### src/rtl/noc_local_injector_if.sv
// rtl/noc_local_injector_if.sv - request, payload and flit streams between local core, injector and router
interface noc_local_injector_if #(
    parameter int X_NODE_NUM_WIDTH = 2,
    parameter int Y_NODE_NUM_WIDTH = 2,
    parameter int LEN_WIDTH        = 4
);
    logic                        req_valid;
    logic                        req_ready;
    logic [X_NODE_NUM_WIDTH-1:0] req_dest_x;
    logic [Y_NODE_NUM_WIDTH-1:0] req_dest_y;
    logic [LEN_WIDTH-1:0]        req_len;
    logic                        data_valid;
    logic [7:0]                  data_in;
    logic                        data_ready;
    logic                        flit_valid;
    logic [9:0]                  flit_out;
    logic                        flit_ready;

    modport master (
        output req_valid, req_dest_x, req_dest_y, req_len, data_valid, data_in, flit_ready,
        input  req_ready, data_ready, flit_valid, flit_out
    );

    modport slave (
        input  req_valid, req_dest_x, req_dest_y, req_len, data_valid, data_in, flit_ready,
        output req_ready, data_ready, flit_valid, flit_out
    );
endinterface

### src/rtl/noc_local_injector.sv
// rtl/noc_local_injector.sv - local-port packetiser: request + byte stream in, header/body/tail flits out
module noc_local_injector #(
    parameter int SRC_X            = 2,
    parameter int SRC_Y            = 3,
    parameter int X_NODE_NUM_WIDTH = 2,
    parameter int Y_NODE_NUM_WIDTH = 2,
    parameter int LEN_WIDTH        = 4
) (
    input  logic                 clk,
    input  logic                 rst_n,
    noc_local_injector_if.slave  bus,
    output logic                 err_self,
    output logic                 err_len,
    output logic [7:0]           pkt_count
);
    localparam logic [1:0] FT_HEAD = 2'b10;
    localparam logic [1:0] FT_BODY = 2'b00;
    localparam logic [1:0] FT_TAIL = 2'b01;

    localparam logic [X_NODE_NUM_WIDTH-1:0] SRC_X_V = X_NODE_NUM_WIDTH'(SRC_X);
    localparam logic [Y_NODE_NUM_WIDTH-1:0] SRC_Y_V = Y_NODE_NUM_WIDTH'(SRC_Y);

    typedef enum logic {IDLE, BODY} state_t;

    state_t               state_q, state_d;
    logic [LEN_WIDTH-1:0] remaining_q;
    logic                 flit_valid_q;
    logic [9:0]           flit_q;

    logic       load;
    logic       req_fire;
    logic       data_fire;
    logic       dest_self;
    logic       len_zero;
    logic       hdr_load;
    logic       last_flit;
    logic [7:0] header;

    // Output register may take a new flit when empty or when its current flit leaves this cycle.
    assign load      = !flit_valid_q || bus.flit_ready;
    assign req_fire  = bus.req_valid && bus.req_ready;
    assign data_fire = bus.data_valid && bus.data_ready;
    assign dest_self = (bus.req_dest_x == SRC_X_V) && (bus.req_dest_y == SRC_Y_V);
    assign len_zero  = (bus.req_len == '0);
    assign hdr_load  = req_fire && !dest_self && !len_zero;
    assign last_flit = (remaining_q == LEN_WIDTH'(1));
    // Destination sits in the low bits so the router's route compute reads it directly.
    assign header    = 8'({SRC_Y_V, SRC_X_V, bus.req_dest_y, bus.req_dest_x});

    assign bus.flit_valid = flit_valid_q;
    assign bus.flit_out   = flit_q;

    always_ff @(posedge clk) begin
        if (!rst_n) begin
            state_q <= IDLE;
        end else begin
            state_q <= state_d;
        end
    end

    always_comb begin
        state_d = state_q;
        case (state_q)
            IDLE:    if (hdr_load) state_d = BODY;
            BODY:    if (data_fire && last_flit) state_d = IDLE;
            default: state_d = IDLE;
        endcase
    end

    always_comb begin
        bus.req_ready  = 1'b0;
        bus.data_ready = 1'b0;
        case (state_q)
            IDLE:    bus.req_ready  = load;
            BODY:    bus.data_ready = load;
            default: ;
        endcase
    end

    always_ff @(posedge clk) begin
        if (!rst_n) begin
            flit_valid_q <= 1'b0;
            flit_q       <= '0;
            remaining_q  <= '0;
            err_self     <= 1'b0;
            err_len      <= 1'b0;
            pkt_count    <= '0;
        end else begin
            // Self-addressing wins when a request is both self-addressed and empty.
            err_self <= req_fire && dest_self;
            err_len  <= req_fire && !dest_self && len_zero;

            if (flit_valid_q && bus.flit_ready && (flit_q[9:8] == FT_TAIL)) begin
                pkt_count <= pkt_count + 8'd1;
            end

            if (load) begin
                if (hdr_load) begin
                    flit_valid_q <= 1'b1;
                    flit_q       <= {FT_HEAD, header};
                end else if (data_fire) begin
                    flit_valid_q <= 1'b1;
                    flit_q       <= {(last_flit ? FT_TAIL : FT_BODY), bus.data_in};
                end else begin
                    flit_valid_q <= 1'b0;
                end
            end

            if (hdr_load) begin
                remaining_q <= bus.req_len;
            end else if (data_fire) begin
                remaining_q <= remaining_q - LEN_WIDTH'(1);
            end
        end
    end
endmodule
### src/flat_wrapper.sv
// flat-port wrapper written by rule: the top's interface ports become plain ports
module noc_local_injector_flat 
#(
    parameter int SRC_X            = 2,
    parameter int SRC_Y            = 3,
    parameter int X_NODE_NUM_WIDTH = 2,
    parameter int Y_NODE_NUM_WIDTH = 2,
    parameter int LEN_WIDTH        = 4
)
  (clk, rst_n, err_self, err_len, pkt_count, bus_req_valid, bus_req_dest_x, bus_req_dest_y, bus_req_len, bus_data_valid, bus_data_in, bus_flit_ready, bus_req_ready, bus_data_ready, bus_flit_valid, bus_flit_out);
  noc_local_injector_if #(.X_NODE_NUM_WIDTH(X_NODE_NUM_WIDTH), .Y_NODE_NUM_WIDTH(Y_NODE_NUM_WIDTH), .LEN_WIDTH(LEN_WIDTH)) bus_i ();
  input  logic clk;
  input  logic rst_n;
  output logic err_self;
  output logic err_len;
  output logic [7:0] pkt_count;
  input wire logic [$bits(bus_i.req_valid)-1:0] bus_req_valid;
  input wire logic [$bits(bus_i.req_dest_x)-1:0] bus_req_dest_x;
  input wire logic [$bits(bus_i.req_dest_y)-1:0] bus_req_dest_y;
  input wire logic [$bits(bus_i.req_len)-1:0] bus_req_len;
  input wire logic [$bits(bus_i.data_valid)-1:0] bus_data_valid;
  input wire logic [$bits(bus_i.data_in)-1:0] bus_data_in;
  input wire logic [$bits(bus_i.flit_ready)-1:0] bus_flit_ready;
  output wire logic [$bits(bus_i.req_ready)-1:0] bus_req_ready;
  output wire logic [$bits(bus_i.data_ready)-1:0] bus_data_ready;
  output wire logic [$bits(bus_i.flit_valid)-1:0] bus_flit_valid;
  output wire logic [$bits(bus_i.flit_out)-1:0] bus_flit_out;
  assign bus_i.req_valid = bus_req_valid;
  assign bus_i.req_dest_x = bus_req_dest_x;
  assign bus_i.req_dest_y = bus_req_dest_y;
  assign bus_i.req_len = bus_req_len;
  assign bus_i.data_valid = bus_data_valid;
  assign bus_i.data_in = bus_data_in;
  assign bus_i.flit_ready = bus_flit_ready;
  assign bus_req_ready = bus_i.req_ready;
  assign bus_data_ready = bus_i.data_ready;
  assign bus_flit_valid = bus_i.flit_valid;
  assign bus_flit_out = bus_i.flit_out;
  noc_local_injector #(.SRC_X(SRC_X), .SRC_Y(SRC_Y), .X_NODE_NUM_WIDTH(X_NODE_NUM_WIDTH), .Y_NODE_NUM_WIDTH(Y_NODE_NUM_WIDTH), .LEN_WIDTH(LEN_WIDTH)) u_core (.clk(clk), .rst_n(rst_n), .bus(bus_i), .err_self(err_self), .err_len(err_len), .pkt_count(pkt_count));
endmodule
### config.mk
export PLATFORM = sky130hd
export DESIGN_NAME = noc_local_injector_flat
export DESIGN_NICKNAME = d
export VERILOG_FILES = /design/src/rtl/noc_local_injector_if.sv /design/src/rtl/noc_local_injector.sv /design/src/flat_wrapper.sv
export SDC_FILE = /design/constraint.sdc
export NUM_CORES = 1
export LEC_CHECK = 0
export CAP_MARGIN = 0
export CORE_ASPECT_RATIO = 0.6
export CORE_MARGIN = 3
export CORE_UTILIZATION = 43
export DETAILED_ROUTE_END_ITERATION = 10
export PLACE_DENSITY_LB_ADDON = 0.2
export SLEW_MARGIN = 20
export SYNTH_ARGS = -nofsm -noshare
export SYNTH_HDL_FRONTEND = slang
export SYNTH_SLANG_ARGS = --single-unit
export TNS_END_PERCENT = 5
### constraint.sdc
create_clock -name clk -period 1.65 [get_ports clk]
set_clock_uncertainty 0.05 [all_clocks]
set_input_delay 0.2475 -clock clk [delete_from_list [all_inputs] [get_ports clk]]
set_output_delay 0.2475 -clock clk [all_outputs]
set_load 0.01 [all_outputs]
==> tab_implementation.tex, run 1 <==
\begin{tabular}{lr}
\hline
Metric & Value \\
\hline
\multicolumn{2}{l}{\textbf{Status}} \\
\quad Outcome & finished, violations left \\
\quad Violations in the final reports & negative setup slack \\
\multicolumn{2}{l}{\textbf{CTS}} \\
\quad H-tree levels & 1 \\
\quad Clock-pin slew on the worst setup and hold paths & around 0.090 ns \\
\quad CTS tree & yes \\
\quad Clock latency of the later-clocked register in the worst-skew pair & between 0.2 and 0.3 ns \\
\quad Total clock sinks & 26 \\
\quad CTS Buf Count & 3 \\
\quad Clk root buf & clkbuf\_8 \\
\quad Clock Tree Buf Depth & 2 \\
\multicolumn{2}{l}{\textbf{Timing}} \\
\quad Setup violation total in the final timing report & 4 \\
\quad Fmax & 0.602 GHz \\
\quad Crit path time final & 1.66 ns \\
\quad Part of the cycle the worst path needs & 1.01 \\
\quad Setup TNS & -0.0179 ns \\
\quad RSZ-0062 raised after global routing & yes \\
\quad Final Max Slew Viols & 0 \\
\quad Slew @ Worst Pin & 0.414 ns \\
\quad Slew Limit Headroom & 0.724 \\
\quad Final Hold Fails & 0 \\
\quad Worst Slack Setup Final & -0.0110 ns \\
\multicolumn{2}{l}{\textbf{Detailed routing}} \\
\quad First drt pass iteration count & 4 \\
\quad Number of vias per cell after detailed routing & approximately 5.4 \\
\quad Iteration-0 DRC count of the detailed router & between 60 and 70 \\
\quad Overall routed net length & 3.64 mm \\
\quad Routed length per instance & around 16 um \\
\quad Post-detailed-route DRC marker count & 0 \\
\quad Detail Route Antenna Nets & 0 \\
\quad Via count & between 1000 and 1500 \\
\multicolumn{2}{l}{\textbf{Finish}} \\
\quad Area growth from synthesis to layout & 58.5\% \\
\quad Number of filler cells placed in the layout & 191 \\
\quad Fraction of final layout cells sized beyond drive strength 1 & 0.225 \\
\quad Final Net Count & between 200 and 250 \\
\quad Sequential cell area & roughly 520 um2 \\
\quad Total area of multi-input combinational cells & between 600 and 700 um2 \\
\quad \# diodes & 0 \\
\multicolumn{2}{l}{\textbf{Critical path}} \\
\quad Delay of the slowest cell on the worst path & $\sim$0.6 ns \\
\quad Crit Reg-Reg Startpoint & u\_core.bus.flit\_valid \\
\quad Max Fanout on Critical Path & 5 \\
\quad Launch point of the critical path & bus\_req\_dest\_x[0] \\
\quad Worst R2R Setup Slack & approximately 0.03 ns \\
\quad Path depth of the worst reg2reg path & 5 \\
\quad Chain of cells forming the critical path & clkdlybuf4s50\_1, and4b\_2, or4\_4, nand3\_1, a21oi\_1 \\
\quad Kind of start point of the critical path & input pin \\
\quad Nature of the critical path endpoint & flip-flop \\
\quad Required time at the endpoint of the critical path & about 1.8 ns \\
\quad Arrival time at the worst endpoint & around 1.8 ns \\
\quad Crit-path slowest cell & or4\_4 \\
\quad WS Path Type & input pin to flip-flop \\
\multicolumn{2}{l}{\textbf{Synth}} \\
\quad Synth Warn \# & 0 \\
\quad Sequential cell area fraction in the yosys report & 0.429 \\
\quad Count of state elements after synthesis & 26 \\
\quad Number of distinct standard cells referenced by the synthesized netlist & 32 \\
\quad Mean area per synthesized cell & slightly below 9 um2 \\
\quad Synthesized instance count & 137 \\
\quad Synthesized cell area & around 1200 um2 \\
\quad Syn\_nets & approximately 160 \\
\multicolumn{2}{l}{\textbf{Die}} \\
\quad Area of the placeable core & roughly 2600 um2 \\
\quad Total Die Area & 3520 um2 \\
\quad Die Y & roughly 47 um \\
\quad Starting utilization of the core area & 0.468 \\
\quad Row cnt & 14 \\
\quad Die X & around 75 um \\
\quad Number of primary I/O pins & 44 \\
\multicolumn{2}{l}{\textbf{Worst hold path}} \\
\quad Classification of the worst-slack hold path & input pin to flip-flop \\
\quad Hold path depth & 3 \\
\quad Worst hold path startpoint & bus\_req\_len[0] \\
\multicolumn{2}{l}{\textbf{GRT}} \\
\quad First-pass GRT wire length & 5.60 mm \\
\quad Total congestion overflow after global routing & 0 \\
\quad Largest net degree at the start of global routing & 15 \\
\quad Via count of the first global-routing pass & between 1000 and 1500 \\
\quad Number of antenna violations at the first check in global routing & 0 \\
\quad Total track usage & 0.215 \\
\multicolumn{2}{l}{\textbf{Pwr}} \\
\quad Flop pwr share & 0.461 \\
\quad Power per Cell Area & 792 nW/um2 \\
\quad Overall Power & $\sim$1.5 mW \\
\quad Worst IR Drop VDD & 511 uV \\
\quad Part of the power in the clock network & 0.273 \\
\quad Logic gate share of total power & 0.267 \\
\quad Sw Ratio & 0.272 \\
\quad Cell Int Power & $\sim$1.1 mW \\
\quad Leakage component of the power & between 0.7 and 0.8 nW \\
\quad Switching power & just over 0.4 mW \\
\multicolumn{2}{l}{\textbf{Placement}} \\
\quad Weighted congestion reported at the end of routability-driven placement & 0.855 \\
\quad Number of port buffers & 43 \\
\quad Detailed placer's ending HPWL & 2.63 mm \\
\multicolumn{2}{l}{\textbf{Flow run}} \\
\quad Max-cap viol count & 0 \\
\hline
\end{tabular}
## through the flow
step / setup WS, ns / hold WS [ns] / cells / util / area [um2]
6_report: -0.0110 / 0.248 / 232 / 0.742 / 1920
2_1_floorplan: 0.138 / 0.331 / 137 / - / 1210
4_1_cts: -0.00870 / 0.442 / 229 / 0.722 / 1870
3_5_place_dp: -0.316 / 0.423 / 224 / 0.696 / 1800
3_3_place_gp: -0.243 / 0.408 / 224 / 0.696 / 1800
5_1_grt: -0.0460 / 0.236 / 232 / 0.742 / 1920
## worst paths after layout
| path | to |
|---|---|
| setup / recovery | u_core.bus.flit_out[8] |
| setup reg to reg | u_core.remaining_q[2] |
| hold / removal | u_core.remaining_q[0] |
| hold reg to reg | u_core.bus.flit_out[4] |
## state kept, by name, indices dropped and copies added, names as in the netlist
register,cells
u_core.pkt_count,8
u_core.state_q,1
u_core.err_self,1
u_core.remaining_q,4
u_core.bus.flit_valid,1
u_core.bus.flit_out,10
u_core.err_len,1
## placed cells by master, fill, tap and decap left out, types with 2 or more instances in the layout
master | netlist | routed
a21oi_1 | 16 | 16
a22oi_1 | 2 | 2
and3_1 | 3 | 3
buf_4 | 0 | 22
clkbuf_8 | 0 | 4
clkdlybuf4s50_1 | 0 | 38
dfxtp_1 | 26 | 24
dfxtp_2 | 0 | 2
dlygate4sd2_1 | 0 | 3
dlymetal6s2s_1 | 0 | 2
ha_1 | 3 | 3
inv_1 | 3 | 3
nand2_1 | 12 | 12
nand3_1 | 7 | 7
nand4_1 | 3 | 3
nor2_1 | 13 | 13
nor3_1 | 8 | 6
nor3_2 | 0 | 2
o21ai_0 | 4 | 4
o21ai_2 | 5 | 5
or4_4 | 1 | 2
xnor2_1 | 3 | 3
xor2_1 | 5 | 5
## worst max-delay path: cells and delay by family
family,cells,cell delay (ns)
buf+inv,1,0.47
compound gates,1,0.06
simple gates,3,0.98
## cells in the mapped netlist (all sizes together)
master	n	area share
a21o	1	0.0062
a21oi	16	0.066
a221oi	1	0.0072
a22oi	2	0.012
a31oi	1	0.018
and2	1	0.0052
and3	3	0.015
and4b	2	0.016
buf	5	0.026
clkbuf	3	0.0093
dfxtp	26	0.43
ha	3	0.031
inv	3	0.0093
nand2	12	0.037
nand2b	2	0.016
nand3	7	0.029
nand4	3	0.015
nand4b	1	0.0072
nor2	13	0.040
nor2b	1	0.011
nor3	8	0.033
nor4	2	0.021
o211a	1	0.0082
o21ai	9	0.053
o31ai	1	0.0062
or3	1	0.0052
or4	1	0.0093
xnor2	3	0.022
xor2	5	0.036
## repair_timing
item,in CTS,in global routing
gates cloned,0,1
resized for setup,5,8
setup buffers,1,2
endpoints found under the setup margin,3,10
pin swaps,0,3
hold buffers,0,0
## power by group through the flow
stage	Combinational (mW)	Sequential [mW]	Clock, mW
floorplan	0.168	0.725	0
global placement	0.370	0.712	0
detailed placement	0.379	0.714	0
CTS	0.382	0.701	0.415
global route	0.439	0.706	0.443
finish	0.406	0.701	0.415
## cells by family (layout without fill, tap and decap cells)
| logic type | Yosys count | in the layout | synth area share |
|---|---|---|---|
| AND/OR/NAND/NOR | 57 | 58 | 0.262 |
| AO/OA/AOI/OAI | 32 | 32 | 0.176 |
| flip-flops | 26 | 26 | 0.429 |
| buffers and inverters | 11 | 73 | 0.0443 |
| XOR/XNOR | 8 | 8 | 0.0577 |
| adder cells (fa/ha/maj) | 3 | 3 | 0.0309 |
## area by class of cell
class | count | share of cell area
inverter | 3 | 0.00586
sequential | 26 | 0.272
clock buffer | 4 | 0.0286
multi-input combinational | 101 | 0.352
tap | 32 | 0.0208
timing repair buffer | 66 | 0.321
## per-layer routing
metal / track usage / wire, um
met1: 0.300 / 1700
met2: 0.351 / 1620
met3: 0.0491 / 280
met4: 0.0319 / 35
met5: 0 / 0
Power figures use the tool's default switching activity.
==> inputs of run 2 (changes only) <==
--- a/config.mk
+++ b/config.mk
@@ -5,13 +5,12 @@
 export SDC_FILE = /design/constraint.sdc
 export NUM_CORES = 1
 export LEC_CHECK = 0
-export CAP_MARGIN = 0
 export CORE_ASPECT_RATIO = 0.6
 export CORE_MARGIN = 3
 export CORE_UTILIZATION = 43
 export DETAILED_ROUTE_END_ITERATION = 10
+export HOLD_SLACK_MARGIN = 0.1
 export PLACE_DENSITY_LB_ADDON = 0.2
-export SLEW_MARGIN = 20
 export SYNTH_ARGS = -nofsm -noshare
 export SYNTH_HDL_FRONTEND = slang
 export SYNTH_SLANG_ARGS = --single-unit
==> results of run 2 <==
Same layout as run 1: the final DEF is identical, and so are final timing and power.
==> inputs of run 3 (changes only) <==
--- a/config.mk
+++ b/config.mk
@@ -5,7 +5,7 @@
 export SDC_FILE = /design/constraint.sdc
 export NUM_CORES = 1
 export LEC_CHECK = 0
-export CORE_ASPECT_RATIO = 0.6
+export CORE_ASPECT_RATIO = 1.1
 export CORE_MARGIN = 3
 export CORE_UTILIZATION = 43
 export DETAILED_ROUTE_END_ITERATION = 10
==> run 3 against run 2 <==
- the run now ends clean
- count of clock-buffer cells in the layout decreased by 1
- routed wire length is 15% lower
- hold slack improved by 0.13 ns
- worst setup slack gained 0.054 ns
- cell area down 2.2%
- die area shrank 0.57%
- core utilization fell by 1.6 points
- first-iteration DRC count is 71% lower
- sequential share of layout area up 1.1 points
- power rose by 0.62%
- clock power is 11% higher
- combinational power down 8.9%
- critical path type is now flip-flop to output port
- largest cell class unchanged
==> tab_implementation.tex, run 3 (synthesized netlist as in run 1, its figures left out) <==
\begin{tabular}{lr}
\hline
Metric & Value \\
\hline
\multicolumn{2}{l}{\textbf{Flow run}} \\
\quad Max-cap viol count & 0 (unchanged) \\
\multicolumn{2}{l}{\textbf{Detailed routing}} \\
\quad Wire length on met1 & 1.27 mm (-25\%) \\
\quad Highest metal used & met4 \\
\quad Iteration-0 DRC count of the detailed router & 20 (-71\%) \\
\quad Via count & 1205 (-3.4\%) \\
\quad Post-detailed-route DRC marker count & 0 (unchanged) \\
\quad Detailed route wirelength on metal3 & 186 um (-34\%) \\
\quad Met2 WL & 1.59 mm (-2.2\%) \\
\quad Number of vias per cell after detailed routing & 5.29 (-1.8\%) \\
\quad Routed length per instance & 13.6 um (-13\%) \\
\quad Detail Route Antenna Nets & 0 (unchanged) \\
\quad Overall routed net length & 3.10 mm (-15\%) \\
\quad First drt pass iteration count & 4 (unchanged) \\
\multicolumn{2}{l}{\textbf{Finish}} \\
\quad Commonest cells after routing, fill and taps aside & clkdlybuf4s50\_1 (40), buf\_4 (21), dfxtp\_1 (19) \\
\quad Final design instance area without fill & 1880 um2 (-2.2\%) \\
\quad \# diodes & 0 (unchanged) \\
\quad Final Net Count & 222 (-1.3\%) \\
\quad Count of placed standard cells in the final layout, fillers left out & 228 (-1.7\%) \\
\quad Leading cell type in the layout, fill and taps excluded & clkdlybuf4s50\_1 \\
\quad Final core occ & 0.726 (-0.0161) \\
\quad Flip-flop count of the largest register after layout & 10 (unchanged) \\
\quad Fraction of final layout cells sized beyond drive strength 1 & 0.223 (-0.00165) \\
\quad Area growth from synthesis to layout & 54.9\% \\
\multicolumn{2}{l}{\textbf{Die}} \\
\quad Die Y & 61.7 um (+31\%) \\
\quad Area of the placeable core & 2590 um2 (about the same) \\
\quad Total Die Area & 3500 um2 (-0.57\%) \\
\quad Starting utilization of the core area & 0.468 (about the same) \\
\quad Row cnt & 19 (+5) \\
\quad Number of primary I/O pins & 44 (unchanged) \\
\quad Die X & 56.7 um (-24\%) \\
\multicolumn{2}{l}{\textbf{CTS}} \\
\quad Clock latency of the later-clocked register in the worst-skew pair & 0.34 ns (+0.07 ns) \\
\quad Clk root buf & clkbuf\_4 \\
\quad Clock Tree Buf Depth & 2 (unchanged) \\
\quad Clock-pin slew on the worst setup and hold paths & 0.15 ns (+0.06 ns) \\
\quad CTS tree & yes \\
\quad H-tree levels & 1 (unchanged) \\
\quad CTS Buf Count & 3 (unchanged) \\
\quad Total clock sinks & 26 (unchanged) \\
\quad Buffer count from post-CTS setup fixing & 0 (-1) \\
\multicolumn{2}{l}{\textbf{Critical path}} \\
\quad Chain of cells forming the critical path & clkdlybuf4s50\_1 \\
\quad Kind of start point of the critical path & flip-flop \\
\quad Crit-path slowest cell & clkdlybuf4s50\_1 \\
\quad Arrival time at the worst endpoint & 1.31 ns (-0.45 ns) \\
\quad Max Fanout on Critical Path & 4 (-1) \\
\quad Crit Reg-Reg Startpoint & u\_core.state\_q \\
\quad Worst R2R Setup Slack & 0.05 ns (+0.02 ns) \\
\quad CP delay by family, top & buffers and inverters \\
\quad Reg-to-reg endpoint & u\_core.remaining\_q[3] \\
\quad Required time at the endpoint of the critical path & 1.35 ns (-0.40 ns) \\
\quad Count of buffering cells on the critical path with inverters included & 1 (unchanged) \\
\quad Nature of the critical path endpoint & output port \\
\quad WS Path Type & flip-flop to output port \\
\quad Path depth of the worst reg2reg path & 4 (-1) \\
\quad Delay of the slowest cell on the worst path & 0.57 ns (-0.03 ns) \\
\multicolumn{2}{l}{\textbf{Timing}} \\
\quad Part of the cycle the worst path needs & 0.974 (-0.0324) \\
\quad Slew Limit Headroom & 0.764 (+0.0398) \\
\quad Final Max Slew Viols & 0 (unchanged) \\
\quad Setup violation total in the final timing report & 0 (-4) \\
\quad Final Hold Fails & 0 (unchanged) \\
\quad Slew @ Worst Pin & 0.351 ns (-0.0624 ns) \\
\quad Crit path time final & 1.61 ns (-0.0535 ns) \\
\quad Worst Slack Setup Final & 0.0425 ns (+0.0535 ns) \\
\quad RSZ-0062 raised after global routing & yes \\
\quad Fmax & 0.622 GHz (+3.3\%) \\
\quad Minimum hold slack & 0.377 ns (+0.130 ns) \\
\quad Setup TNS & 0 ns (+0.0179 ns) \\
\multicolumn{2}{l}{\textbf{Placement}} \\
\quad Worst Setup Slack post-DPL & -0.286 ns (+0.0300 ns) \\
\quad Standard cell area after detailed placement & 1800 um2 (-0.35\%) \\
\quad Number of port buffers & 43 (unchanged) \\
\quad Weighted congestion reported at the end of routability-driven placement & 0.746 (-13\%) \\
\quad Cells after DPL & 224 (unchanged) \\
\quad Detailed placer's ending HPWL & 2.32 mm (-12\%) \\
\multicolumn{2}{l}{\textbf{GRT}} \\
\quad Via count of the first global-routing pass & 1144 (-2.4\%) \\
\quad Number of antenna violations at the first check in global routing & 0 (unchanged) \\
\quad Total congestion overflow after global routing & 0 (unchanged) \\
\quad Total track usage & 0.179 (-0.0360) \\
\quad First-pass GRT wire length & 4.85 mm (-13\%) \\
\quad Largest net degree at the start of global routing & 16 (+1) \\
\multicolumn{2}{l}{\textbf{Worst hold path}} \\
\quad Classification of the worst-slack hold path & input pin to flip-flop \\
\quad Hold path depth & 3 (unchanged) \\
\quad Worst Hold Endpoint & u\_core.bus.flit\_out[1] \\
\quad Worst hold path startpoint & bus\_data\_in[1] \\
\multicolumn{2}{l}{\textbf{Pwr}} \\
\quad Leakage component of the power & 0.739 nW (-4.8\%) \\
\quad Power per Cell Area & 815 nW/um2 (+2.9\%) \\
\quad Overall Power & 1.53 mW (+0.62\%) \\
\quad Worst IR Drop VDD & 721 uV (+41\%) \\
\multicolumn{2}{l}{\textbf{Status}} \\
\quad Outcome & completed \\
\hline
\end{tabular}
==> run 3: cell count changes in the layout (fill, tap and decap cells not counted), sizes merged <==
| cell | delta |
|---|---|
| clkdlybuf4s50 | +2 |
| dlymetal6s2s | -2 |
| buf | -2 |
| clkbuf | -1 |
| bufinv | +1 |
| or4 | -1 |
==> run 3: final cells by class <==
type                       count  area (um2)
timing repair buffer          64         584
tap                           31        38.8
inverter                       3        11.3
multi-input combinational    100         662
fill                         208         711
sequential                    26         532
clock inverter                 1        30.0
clock buffer                   3        22.5
==> run 3: power by group <==
part           leakage, nW  internal, mW  total (mW)  switching (mW)
registers            0.216         0.671       0.703          0.0327
logic                0.495         0.206       0.370           0.164
clock network       0.0279         0.246       0.459           0.212
==> run 3: tightest hold or removal path, cell delays in order <==
cell	delay, ns
clkdlybuf4s50_1	0.39
nand2_1	0.05
a21oi_1	0.05
==> run 3: how the worst max path moves through the flow <==
| stage | end | from | slack (ns) | depth (start not counted) |
|---|---|---|---|---|
| 5_1_grt | bus_req_ready | u_core.bus.flit_valid | -0.01 | 3 |
| 4_1_cts | pkt_count[2] | u_core.pkt_count[2] | 0.008 | 1 |
| 3_3_place_gp | bus_data_ready | bus_flit_ready | -0.29 | 4 |
| 3_5_place_dp | u_core.remaining_q[1] | bus_flit_ready | -0.29 | 6 |
| 6_report | bus_flit_out[9] | u_core.bus.flit_out[9] | 0.04 | 1 |
| 2_1_floorplan | u_core.remaining_q[2] | u_core.bus.flit_valid | 0.14 | 5 |
==> run 3: repair_timing <==
action / 4_1_cts / 5_1_grt
gates cloned: 0 / 0
resized for setup: 5 / 9
endpoints found under the setup margin: 4 / 12
hold buffers: 0 / 0
==> run 3: metal layers <==
metal  GRT usage  vias up
met4      0.0814        0
met1       0.200      560
met2       0.337       37
met3      0.0310        5
met5           0        -
li1            -      603
